--- config.mk ---
export PLATFORM = sky130hd
export DESIGN_NAME = button_press_detector_flat
export DESIGN_NICKNAME = d
export VERILOG_FILES = /design/src/rtl/button_press_detector_pkg.sv /design/src/rtl/button_press_detector_if.sv /design/src/rtl/button_press_detector.sv /design/src/flat_wrapper.sv
export SDC_FILE = /design/constraint.sdc
export NUM_CORES = 1
export LEC_CHECK = 0
export ABC_AREA = 1
export BUFFER_PORTS_ARGS = -buffer_cell sky130_fd_sc_hd__buf_2
export CAP_MARGIN = 40
export CORE_AREA = 10 10 47 49
export CTS_CLUSTER_SIZE = 16
export DETAILED_ROUTE_END_ITERATION = 6
export DIE_AREA = 0 0 57 59
export PLACE_DENSITY = 0.36
export SLEW_MARGIN = 20
export SYNTH_ARGS = -nofsm -noshare
export SYNTH_HDL_FRONTEND = slang
export SYNTH_SLANG_ARGS = --single-unit
--- constraint.sdc ---
create_clock -name clock -period 1.6 [get_ports clock]
set_input_delay 0.08 -clock clock [delete_from_list [all_inputs] [get_ports clock]]
set_output_delay 0.08 -clock clock [all_outputs]
set_load 0.05 [all_outputs]
--- src/rtl/button_press_detector_pkg.sv ---
// Shared types and constants for the push-button press detector.
package button_press_detector_pkg;

  // Number of consecutive high samples needed to accept a press.
  localparam int DEBOUNCE_DEPTH = 4;

  // FSM state encoding; codes 6 and 7 are unused and recover to WAIT_UP.
  typedef enum logic [2:0] {
    WAIT_UP     = 3'd0,
    BTN_UP      = 3'd1,
    DEBOUNCE_1  = 3'd2,
    DEBOUNCE_2  = 3'd3,
    DEBOUNCE_3  = 3'd4,
    BTN_PRESSED = 3'd5
  } state_e;

  // Last debounce state: the one whose high sample completes the press.
  // DEBOUNCE_1 holds the first high sample, so the last one sits
  // DEBOUNCE_DEPTH - 2 codes above it.
  localparam state_e LAST_DEBOUNCE =
    state_e'(3'(int'(DEBOUNCE_1) + DEBOUNCE_DEPTH - 2));

endpackage : button_press_detector_pkg

--- src/rtl/button_press_detector_if.sv ---
// Button / consumer signal bundle for the press detector.
interface button_press_detector_if;

  logic buttonDown;  // synchronised button level, 1 = pressed
  logic ackPress;    // consumer acknowledge, level-sampled
  logic wasPressed;  // latched press flag

  // Driver side: the button source and the consumer.
  modport master (
    output buttonDown,
    output ackPress,
    input  wasPressed
  );

  // Detector side.
  modport slave (
    input  buttonDown,
    input  ackPress,
    output wasPressed
  );

endinterface : button_press_detector_if

--- src/rtl/button_press_detector.sv ---
// Debounces a synchronised button level and latches one press flag per
// physical press, held until acknowledged; re-arms only after release.
module button_press_detector
  import button_press_detector_pkg::*;
(
  input  logic                     clock,
  input  logic                     reset,
  button_press_detector_if.slave   bus
);

  state_e state_q;
  state_e state_d;

  // State register; asynchronous active-low reset lands in WAIT_UP so a
  // button held through reset is never reported.
  // NOTE: sequential state uses non-blocking (<=) so every flop samples
  // the pre-edge values, independent of process evaluation order.
  always_ff @(posedge clock or negedge reset) begin
    if (!reset) begin
      state_q <= WAIT_UP;
    end else begin
      state_q <= state_d;
    end
  end

  // Next-state logic: debounce the button, hold the flag until ack.
  // NOTE: state_d gets a default before the case so every path assigns
  // it and no latch is inferred.
  always_comb begin
    state_d = state_q;
    case (state_q)
      WAIT_UP: begin
        if (!bus.buttonDown) state_d = BTN_UP;
      end
      BTN_UP: begin
        if (bus.buttonDown) state_d = DEBOUNCE_1;
      end
      DEBOUNCE_1, DEBOUNCE_2, DEBOUNCE_3: begin
        if (!bus.buttonDown) begin
          // Any low sample throws away partial progress.
          state_d = BTN_UP;
        end else if (state_q == LAST_DEBOUNCE) begin
          state_d = BTN_PRESSED;
        end else begin
          state_d = state_e'(state_q + 3'd1);
        end
      end
      BTN_PRESSED: begin
        // Release alone never clears the flag; only the consumer does.
        if (bus.ackPress) state_d = WAIT_UP;
      end
      default: begin
        state_d = WAIT_UP;
      end
    endcase
  end

  // Moore output: pure decode of the state register.
  assign bus.wasPressed = (state_q == BTN_PRESSED);

endmodule : button_press_detector

--- src/flat_wrapper.sv ---
// flat-port wrapper written by rule: the top's interface ports become plain ports
module button_press_detector_flat import button_press_detector_pkg::*;
  (clock, reset, bus_buttonDown, bus_ackPress, bus_wasPressed);
  button_press_detector_if bus_i ();
  input  logic clock;
  input  logic reset;
  input wire logic [$bits(bus_i.buttonDown)-1:0] bus_buttonDown;
  input wire logic [$bits(bus_i.ackPress)-1:0] bus_ackPress;
  output wire logic [$bits(bus_i.wasPressed)-1:0] bus_wasPressed;
  assign bus_i.buttonDown = bus_buttonDown;
  assign bus_i.ackPress = bus_ackPress;
  assign bus_wasPressed = bus_i.wasPressed;
  button_press_detector u_core (.clock(clock), .reset(reset), .bus(bus_i));
endmodule
======== Word-level counts from Yosys, hierarchy flattened ========
Index checks and enable logic that the tools add are counted.
cells by class
  $add $sub $neg .......................... 1
  eq/ne operators ......................... 8
  muxes and demuxes ....................... 6
  reduce and logical (&&, ||, !) cells .... 3
operator list
  kind                   count
  $mux W3                5
  $pmux W3 S4            1
  $eq A3 B2 Y1 const B   2
  $eq A3 B3 Y1 const B   2
  $ne A2 B2 Y1 const B   3
  $add A3 B1 Y3 const B  1
  $eq A3 B1 Y1 const B   1
  $logic_not A3 Y1       1
  $reduce_and A3 Y1      1
  $reduce_or A3 Y1       1
storage, ports and cells
  register bits after elaboration ......... 3
  input bits .............................. 4
  logic and storage cells ................. 19

======== Depth between registers and ports, before layout ========
Gate-level depths: netlist of run 1.
  depth after elaboration ................. 4
  depth in mapped cells ................... 8
  mapped depth without buffers ............ 8

======== Worst setup path before layout of run 1 ========
No wires, ideal clock.
  path kind ............................... flip-flop to flip-flop
  start point ............................. reg u_core.state_q[0]
  end point ............................... reg u_core.state_q[0]
  setup time .............................. 116 ps
  arrival time ............................ 1085 ps
  required time ........................... 1484 ps
  path slack .............................. 399 ps
  cell stages (with the launch flop) ...... 9
  buffers on the path ..................... 0
  clock period less this slack ............ 1201 ps
  cells stage by stage .................... dfrtp_1 > ha_1 > ha_1 > inv_1 > nand3_1 > nand2_1 > nand2_1 > nand2_1 > nand2_1
between the ends
  longest elaborated chain between the ends .. 4
  elaborated cells between the ends (all ways) .. 15
RTL lines
  what                                                  line                                                                                   text
  from (decl)                                           button_press_detector.sv:11                                                            state_e state_q;
  from (signal assigned)                                button_press_detector.sv:22                                                            state_q <= state_d;
  $add A3 B1 Y3 / $eq A3 B3 Y1 (equally long branches)  button_press_detector.sv:45, button_press_detector.sv:31, button_press_detector.sv:42
  $mux W3                                               button_press_detector.sv:42                                                            end else if (state_q == LAST_DEBOUNCE) begin
  $mux W3                                               button_press_detector.sv:39                                                            if (!bus.buttonDown) begin
  $pmux W3 S4                                           button_press_detector.sv:31                                                            case (state_q)
Several ways; a longest one is shown, not always the timed one.
A chain may end at the register's enable or synchronous reset.

======== Final worst setup path of run 1 ========
  start point ............................. reg u_core.state_q[1]
  end point ............................... out bus_wasPressed
between the ends
  longest elaborated chain between the ends .. 1
RTL lines
  what          line                         text
  $eq A3 B3 Y1  button_press_detector.sv:59  assign bus.wasPressed = (state_q == BTN_PRESSED);
  to (decl)     flat_wrapper.sv:9            output wire logic [$bits(bus_i.wasPressed)-1:0] bus_wasPressed;
No other way between the ends.

==> results of run 1 <==
-- path summary, 6_finish.rpt --
check	startpoint	endpoint	slack (ns)
setup / recovery	u_core.state_q[1]$_DFFE_PN0P_	bus_wasPressed	0.22
setup reg to reg	u_core.state_q[0]$_DFFE_PN0P_	u_core.state_q[0]$_DFFE_PN0P_	0.28
hold / removal	bus_ackPress	u_core.state_q[2]$_DFFE_PN0P_	0.13
hold reg to reg	u_core.state_q[1]$_DFFE_PN0P_	u_core.state_q[1]$_DFFE_PN0P_	0.54
max in group asynchronous	reset	u_core.state_q[1]$_DFFE_PN0P_	1.33
min in group asynchronous	reset	u_core.state_q[2]$_DFFE_PN0P_	0.17
-- what timing repair did --
action / 4_1_cts / 5_1_grt
hold buffers: 1 / 0
setup endpoints to repair: 0 / 0
endpoints found under the hold margin: 3 / 0
-- cell type report --
type | count | share of cell area
multi-input combinational | 32 | 0.502
sequential | 3 | 0.211
timing repair buffer | 5 | 0.0842
clock buffer | 4 | 0.0737
inverter | 7 | 0.0737
tap | 16 | 0.0561
-- kinds of logic after synthesis --
group	count (synthesis)	synth area share
flip-flops	3	0.268
adder cells (fa/ha/maj)	5	0.223
AND/OR/NAND/NOR	27	0.415
buffers and inverters	7	0.0937
-- critical path, stage by stage (launching register included) --
cell and delay [ns]:
dfrtp_1 0.40, inv_1 0.09, ha_1 0.19, nand2_1 0.09, inv_1 0.05, buf_2 0.25
-- per-stage QoR --
step,setup slack (ns),util,power [mW]
floorplan,0.399,-,0.367
global placement,0.271,0.229,0.438
detailed placement,0.277,0.229,0.434
CTS,0.184,0.254,0.573
global route,0.137,0.254,0.627
finish,0.224,0.254,0.554
-- synth_stat cells (all sizes together) --
cell / number
nand2: 20
nand3b: 1
ha: 5
inv: 7
dfrtp: 3
nand3: 3
nand4: 1
nor2: 2
-- where the power goes --
group          switching, mW  internal [mW]
clock network         0.0350         0.0932
logic                  0.172          0.114
registers             0.0340          0.106
total                  0.241          0.313
-- routing by layer --
| metal | vias to the layer above | part of all wire | wire [um] |
|---|---|---|---|
| met4 | 0 | 0 | 0 |
| met5 | - | 0 | 0 |
| met3 | 0 | 0.020 | 11 |
| li1 | 144 | - | - |
| met1 | 102 | 0.48 | 260 |
| met2 | 2 | 0.49 | 266 |
==> run metrics, run 1 <==
max frequency 727 MHz; status finished clean; worst hold slack 0.129 ns; Largest regs u_core.state_q (3); final setup TNS 0 ns; placed cell areas 320 sq um; CTS Buf Count 3; clock root buffer clkbuf_4; Final ANT Viol Nets 0; met2 Track Usage GR 0.0512; Routed WL per cell 8.03 um; sequential share of the synthesized area 0.268; Starting Density 0.200; setup bufs post-CTS 0; Final Net Count 61; final setup vio count 0; GR Util met1 0.0391; Congestion Overflow GR 0; die area 0.00336 sq mm; Slew @ Worst Pin 0.249 ns; LEAKAGE 0.220 nW; WHS Path Cells 4; critical path capture point type primary output; initial DRC count 0; TritonCTS clock tree built; Clock Skew 0.0000683 ns; HP Class in2reg; multi-input logic area 179 sq um; YS warnings 0; clk buf depth 2; crit path max fanout 4; startpoint types register; total of max-cap violations 0; Setup CP Type reg2out; post-synth cell types 9; max FFs per register 3; Crit path arrival time 1.30 ns; drc violations 0; final hold viol count 0; initial antenna violation count 0; fin crit share 0.860; drt via density 3.70; Seq cells post-synth 3; PwrDens 1550 mW/mm^2; Slew HR 0.835; FF-to-FF path depth 8; layout cell share with drive strength beyond 1 0.196; post-detail-place hpwl 474 um; Syn-to-layout area delta 27.2%; Post-Layout Inst Area 357 sq um; syn nets 51; vias in the first global route 242; commonest non-fill, non-tap cell in the layout nand2_1; synthesized instance count 42; syn_area_per_cell 6.67 sq um; met3 Resource Use GR 0.00644; synthesized area 280 sq um; Required @ worst endpoint 1.52 ns; WL final 538 um; busiest grt layer met2; # port buffers 4; Vias 248; Die Wd 57 um; io pins 5; Area contributors post-synth dfrtp_1 27%, nand2_1 27%, ha_1 22%; Core ar. 0.00140 sq mm; H-tree levels 1; post-synth top area share 0.268; first-pass detailed-route iteration total 1; # resized after CTS 0; fin. max-slew vios 0; Seq. cell area 75.1 sq um; # rows 14; largest net degree at the start of global routing 7; dpl cells 62; layout filler cell count 171; global-route wire length before repair 938 um; most frequent cells in the layout 20 x nand2_1, 6 x inv_1, 5 x ha_1; fin crit period 1.38 ns; post-synth top area cell dfrtp_1; RSZ-0062 raised after global routing false; Antenna Cells 0; Clk Latency, worst-skew pair 0.23 ns; Reg with most FFs u_core.state_q; Finished Layout Cells 67; GRT Total Usage 0.0337; worst vdd ir 0.642 mV; Die Height 59 um; gpl congestion 0.725; clock-pin slew on the worst setup and hold paths 0.03 ns; Sink Count 3
No activity file was read; power rests on OpenSTA's default activity.
==> inputs of run 2 (changes only) <==
Settings changed: ABC_AREA 1 to default, CAP_MARGIN 40 to default, PLACE_DENSITY 0.36 to 0.37.
Clock period 1.6 ns to 1.2 ns, I/O delays scaled along.
==> run metrics, run 2 <==
max frequency 710 MHz; Async SR Flop Fraction 1.00; clock root buffer clkbuf_4; H-tree levels 1; Final WS setup -0.208 ns; fin. max-slew vios 0; Worst R2R End u_core.state_q[1]$_DFFE_PN0P_; global-route wire length before repair 1280 um; Post-synth EDFFs 0; Reg2Reg Setup Slack -0.21 ns; post-synth top area cell dfrtp_1; post-synth top area share 0.271; status finished with violations; FF-to-FF path depth 4; Largest regs u_core.state_q (3); Seq cells post-synth 3; placed cell areas 374 sq um; largest net degree at the start of global routing 7; final setup vio count 3; failing checks negative setup slack; Core ar. 0.00140 sq mm; Sw Ratio 0.404; Congestion Overflow GR 0; die area 0.00336 sq mm; Starting Density 0.197; PwrDens 2570 mW/mm^2; GRT Total Usage 0.0475; io pins 5; worst hold slack 0.153 ns; Slew HR 0.845; drt via density 4.53; fin crit share 1.17; multi-input logic area 256 sq um; Seq. cell area 76.3 sq um; Routed WL per cell 12.9 um; sequential share of the synthesized area 0.271; TritonCTS clock tree built; Clk Latency, worst-skew pair 0.24 ns; post-synth cell types 17; HP Class in2async; # rows 14; synthesized instance count 29; Area contributors post-synth dfrtp_1 27%, ha_1 23%, mux2i_1 11%; commonest cells in the synthesized netlist 5 x ha_1, 3 x dfrtp_1, 3 x inv_1, 3 x mux2i_1; initial antenna violation count 0; synthesized area 277 sq um; final hold viol count 0; final setup TNS -0.466 ns; CTS Buf Count 3; syn_area_per_cell 9.54 sq um; vias in the first global route 285; Die Height 59 um; Combinational Power Share 0.671; met2 Track Usage GR 0.0822; Final Net Count 52; Crit path arrival time 1.51 ns; fin crit period 1.41 ns; most frequent cells in the layout 4 x buf_4, 3 x ha_4, 3 x clkbuf_4, 3 x buf_2; count leader, synth ha_1; Syn-to-layout area delta 65.2%; GR Util met1 0.0414; syn nets 38; switching power total 473 uW; met3 Resource Use GR 0.0193; WL final 750 um; Die Wd 57 um; worst r2r src u_core.state_q[0]$_DFFE_PN0P_; Setup CP Type reg2reg; worst-path cell chain ha_2, ha_4, o311a_1, a2bb2oi_1; worst vdd ir 0.742 mV; max FFs per register 3; Required @ worst endpoint 1.30 ns; post-detail-place hpwl 562 um; Internal Power 699 uW; gpl congestion 0.768; Antenna Cells 0; YS warnings 0; crit path max fanout 3; critical path capture point type register; commonest non-fill, non-tap cell in the layout buf_4; startpoint types register; initial DRC count 6; register share of total power 0.175; RSZ-0062 raised after global routing true; LEAKAGE 0.202 nW; pre-CTS setup slack -0.200 ns; clock-pin slew on the worst setup and hold paths 0.04 ns; clk buf depth 2; # port buffers 4; Reg with most FFs u_core.state_q; drc violations 0; Vias 263; Slew @ Worst Pin 0.228 ns; Sink Count 3; Final ANT Viol Nets 0; CP max stage cell dfrtp_1; Clock Skew 0.00683 ns; busiest grt layer met2; total of max-cap violations 0; layout filler cell count 159; Post-Layout Inst Area 457 sq um; first-pass detailed-route iteration total 2; ys flop type dfrtp_1; Clock Power Share 0.154; layout cell share with drive strength beyond 1 0.571; CP peak stage delay 0.41 ns
## run 2: changes by cell type in the layout (fill, tap and decap cells not counted), moves of 2 or more
cell | before | now
nand2_1 | 20 | 1
ha_1 | 5 | 0
inv_1 | 6 | 1
buf_4 | 0 | 4
ha_4 | 0 | 3
nand3_1 | 3 | 0
ha_2 | 0 | 2
mux2i_1 | 0 | 2
## run 2: power groups by stage
stage / combinational [mW] / clock, mW / sequential, mW
final: 0.787 / 0.180 / 0.205
after global routing: 0.866 / 0.200 / 0.211
after CTS: 0.689 / 0.191 / 0.202
after detailed placement: 0.653 / 0 / 0.202
after global placement: 0.655 / 0 / 0.202
after floorplan: 0.467 / 0 / 0.196
## run 2: cell families (layout without fill, tap and decap cells)
family	after synthesis	after routing	synth area share
buf+inv	3	16	0.0407
mux	3	3	0.109
flops	3	3	0.271
fa+ha+maj	5	5	0.226
simple gates	7	7	0.145
compound gates	8	8	0.208
## run 2: worst max path at each step
stage                     cells past startpoint  slack [ns]                       endpoint                           from
final                                         4       -0.21  u_core.state_q[1]$_DFFE_PN0P_  u_core.state_q[0]$_DFFE_PN0P_
after global routing                          4       -0.25  u_core.state_q[1]$_DFFE_PN0P_  u_core.state_q[0]$_DFFE_PN0P_
after CTS                                     5       -0.20  u_core.state_q[1]$_DFFE_PN0P_  u_core.state_q[1]$_DFFE_PN0P_
after detailed placement                      5       -0.20  u_core.state_q[1]$_DFFE_PN0P_  u_core.state_q[1]$_DFFE_PN0P_
after global placement                        5       -0.20  u_core.state_q[1]$_DFFE_PN0P_  u_core.state_q[0]$_DFFE_PN0P_
after floorplan                               5       -0.13  u_core.state_q[1]$_DFFE_PN0P_  u_core.state_q[0]$_DFFE_PN0P_
## run 2: critical path, delay by kind of cell, from the launching register on
family          cells  cell delay, ns
compound gates      2            0.49
fa+ha+maj           2            0.37
flops               1            0.41
## run 2: repair_timing
item | in CTS | in global routing
pin swaps | 1 | 5
endpoints found under the hold margin | 3 | 0
gates resized for setup | 7 | 5
hold buffers | 1 | 0
endpoints found under the setup margin | 4 | 4
buffers inserted | 0 | 1
## run 2: area by class of cell
| cell class | instances | area share |
|---|---|---|
| Timing Repair Buffer | 9 | 0.145 |
| Clock buffer | 4 | 0.0575 |
| Tap cell | 16 | 0.0438 |
| Sequential cell | 3 | 0.167 |
| Multi-Input combinational cell | 23 | 0.562 |
| Inverter | 3 | 0.0247 |
## run 2: through the flow
| step | util | total power [mW] | instances |
|---|---|---|---|
| finish | 0.326 | 1.17 | 58 |
| global route | 0.326 | 1.28 | 58 |
| CTS | 0.305 | 1.08 | 57 |
| detailed placement | 0.267 | 0.855 | 52 |
| global placement | 0.267 | 0.857 | 52 |
| floorplan | - | 0.663 | 29 |
## run 2: layer usage
metal / routed length, um / vias up
li1: - / 129
met1: 294 / 125
met2: 412 / 7
met3: 29 / 2
met4: 14 / 0
met5: 0 / -
==> inputs of run 3 (changes only) <==
==> constraint.sdc (replaced) <==
create_clock -name clock -period 1.2 [get_ports clock]
set_input_delay 0 -clock clock [delete_from_list [all_inputs] [get_ports clock]]
set_output_delay 0 -clock clock [all_outputs]
set_load 0.05 [all_outputs]
==> run metrics, run 3 (synthesis gave the netlist of run 2 again) <==
worst vdd ir 0.877 mV; LEAKAGE 0.213 nW; Post-Layout Inst Area 503 sq um; drc violations 0; total of max-cap violations 0; WL final 787 um; Slew @ Worst Pin 0.285 ns; Final ANT Viol Nets 0; startpoint types register; CP bufs+invs 0; first-pass detailed-route iteration total 1; final setup vio count 4; H-tree levels 1; Clock Skew 0.00745 ns; initial antenna violation count 0; Antenna Cells 0; critical path capture point type register; clock-pin slew on the worst setup and hold paths 0.04 ns; PwrDens 2680 mW/mm^2; Final Util 0.359; clk buf depth 2; # port buffers 4; Reg2Reg Setup Slack -0.21 ns; Largest regs u_core.state_q (3); pre-CTS setup slack -0.200 ns; Tot Pwr 1.35 mW; crit path max fanout 3; max FFs per register 3; Sink Count 3; Reg with most FFs u_core.state_q; io pins 5; RSZ-0062 raised after global routing true; gpl congestion 0.768; CP max stage cell dfrtp_1; Worst R2R End u_core.state_q[1]$_DFFE_PN0P_; post-detail-place hpwl 562 um; global-route wire length before repair 1270 um; CTS Buf Count 3; final setup TNS -0.632 ns; Routed WL per cell 13.3 um; HP Class in2async; fin crit period 1.41 ns; Syn-to-layout area delta 81.9%; largest net degree at the start of global routing 7; Slew HR 0.808; Final Net Count 53; max frequency 711 MHz; clock root buffer clkbuf_4; fin crit share 1.17; fin. max-slew vios 0; Core ar. 0.00140 sq mm; CP top delay family compound AO/OA/AOI/OAI gates; Setup CP Type reg2reg; most frequent cells in the layout 4 x buf_4, 3 x ha_4, 3 x clkbuf_4, 3 x buf_2; placed cell areas 374 sq um; layout filler cell count 151; CP peak stage delay 0.40 ns; dpl cells 52; worst r2r src u_core.state_q[0]$_DFFE_PN0P_; drt via density 4.59; FF-to-FF path depth 4; # rows 14; initial DRC count 0; status finished with violations; Vias 271; worst-path cell chain ha_2, ha_4, o311a_1, a2bb2oi_2; Congestion Overflow GR 0; TritonCTS clock tree built; final hold viol count 0; layout cell share with drive strength beyond 1 0.651; Die Wd 57 um; Final WS setup -0.206 ns; GRT Total Usage 0.0470; worst hold slack 0.0905 ns; Clk Latency, worst-skew pair 0.24 ns; Crit path arrival time 1.52 ns; Required @ worst endpoint 1.31 ns; Starting Density 0.197; vias in the first global route 287; commonest non-fill, non-tap cell in the layout buf_4; Die Height 59 um; die area 0.00336 sq mm; failing checks negative setup slack; Finished Layout Cells 59
run 3: what timing repair did:
action | in CTS | in global routing
endpoints found under the hold margin | 3 | 0
endpoints found under the setup margin | 4 | 4
pin swaps | 1 | 4
buffers inserted | 0 | 2
hold buffers | 1 | 0
resized for setup | 6 | 11
run 3: report_power, final:
part / leakage, nW / internal [mW] / switching [mW]
Clock: 0.0150 / 0.125 / 0.0576
Combinational: 0.162 / 0.533 / 0.431
Sequential: 0.0361 / 0.151 / 0.0502
run 3: metal layers:
| metal | vias up | wire, um | GRT usage |
|---|---|---|---|
| li1 | 131 | - | - |
| met1 | 133 | 289 | 0.0402 |
| met2 | 5 | 456 | 0.0822 |
| met3 | 2 | 18 | 0.0193 |
| met4 | 0 | 22 | 0.0436 |
| met5 | - | 0 | 0 |
run 3: worst max-delay path by stage:
stage | from | endpoint | cells after the start
3_3_place_gp | u_core.state_q[0]$_DFFE_PN0P_ | u_core.state_q[1]$_DFFE_PN0P_ | 5
6_report | u_core.state_q[0]$_DFFE_PN0P_ | u_core.state_q[1]$_DFFE_PN0P_ | 4
4_1_cts | u_core.state_q[1]$_DFFE_PN0P_ | u_core.state_q[1]$_DFFE_PN0P_ | 5
3_5_place_dp | u_core.state_q[1]$_DFFE_PN0P_ | u_core.state_q[1]$_DFFE_PN0P_ | 5
5_1_grt | u_core.state_q[0]$_DFFE_PN0P_ | u_core.state_q[1]$_DFFE_PN0P_ | 4
2_1_floorplan | u_core.state_q[0]$_DFFE_PN0P_ | u_core.state_q[1]$_DFFE_PN0P_ | 5
run 3: cell type report:
class,instances,area (sq um),area share
Sequential cell,3,76.3,0.152
Clock buffer,4,26.3,0.0522
Inverter,3,11.3,0.0224
Timing Repair Buffer,10,77.6,0.154
Tap cell,16,20.0,0.0398
Multi-Input combinational cell,23,292,0.580
run 3: worst reg2reg max path, delay by kind of cell, from the launching register on:
kind	cells	cell delay, ns
DFF	1	0.40
adders and majority gates	2	0.38
AOI/OAI and AO/OA	2	0.49
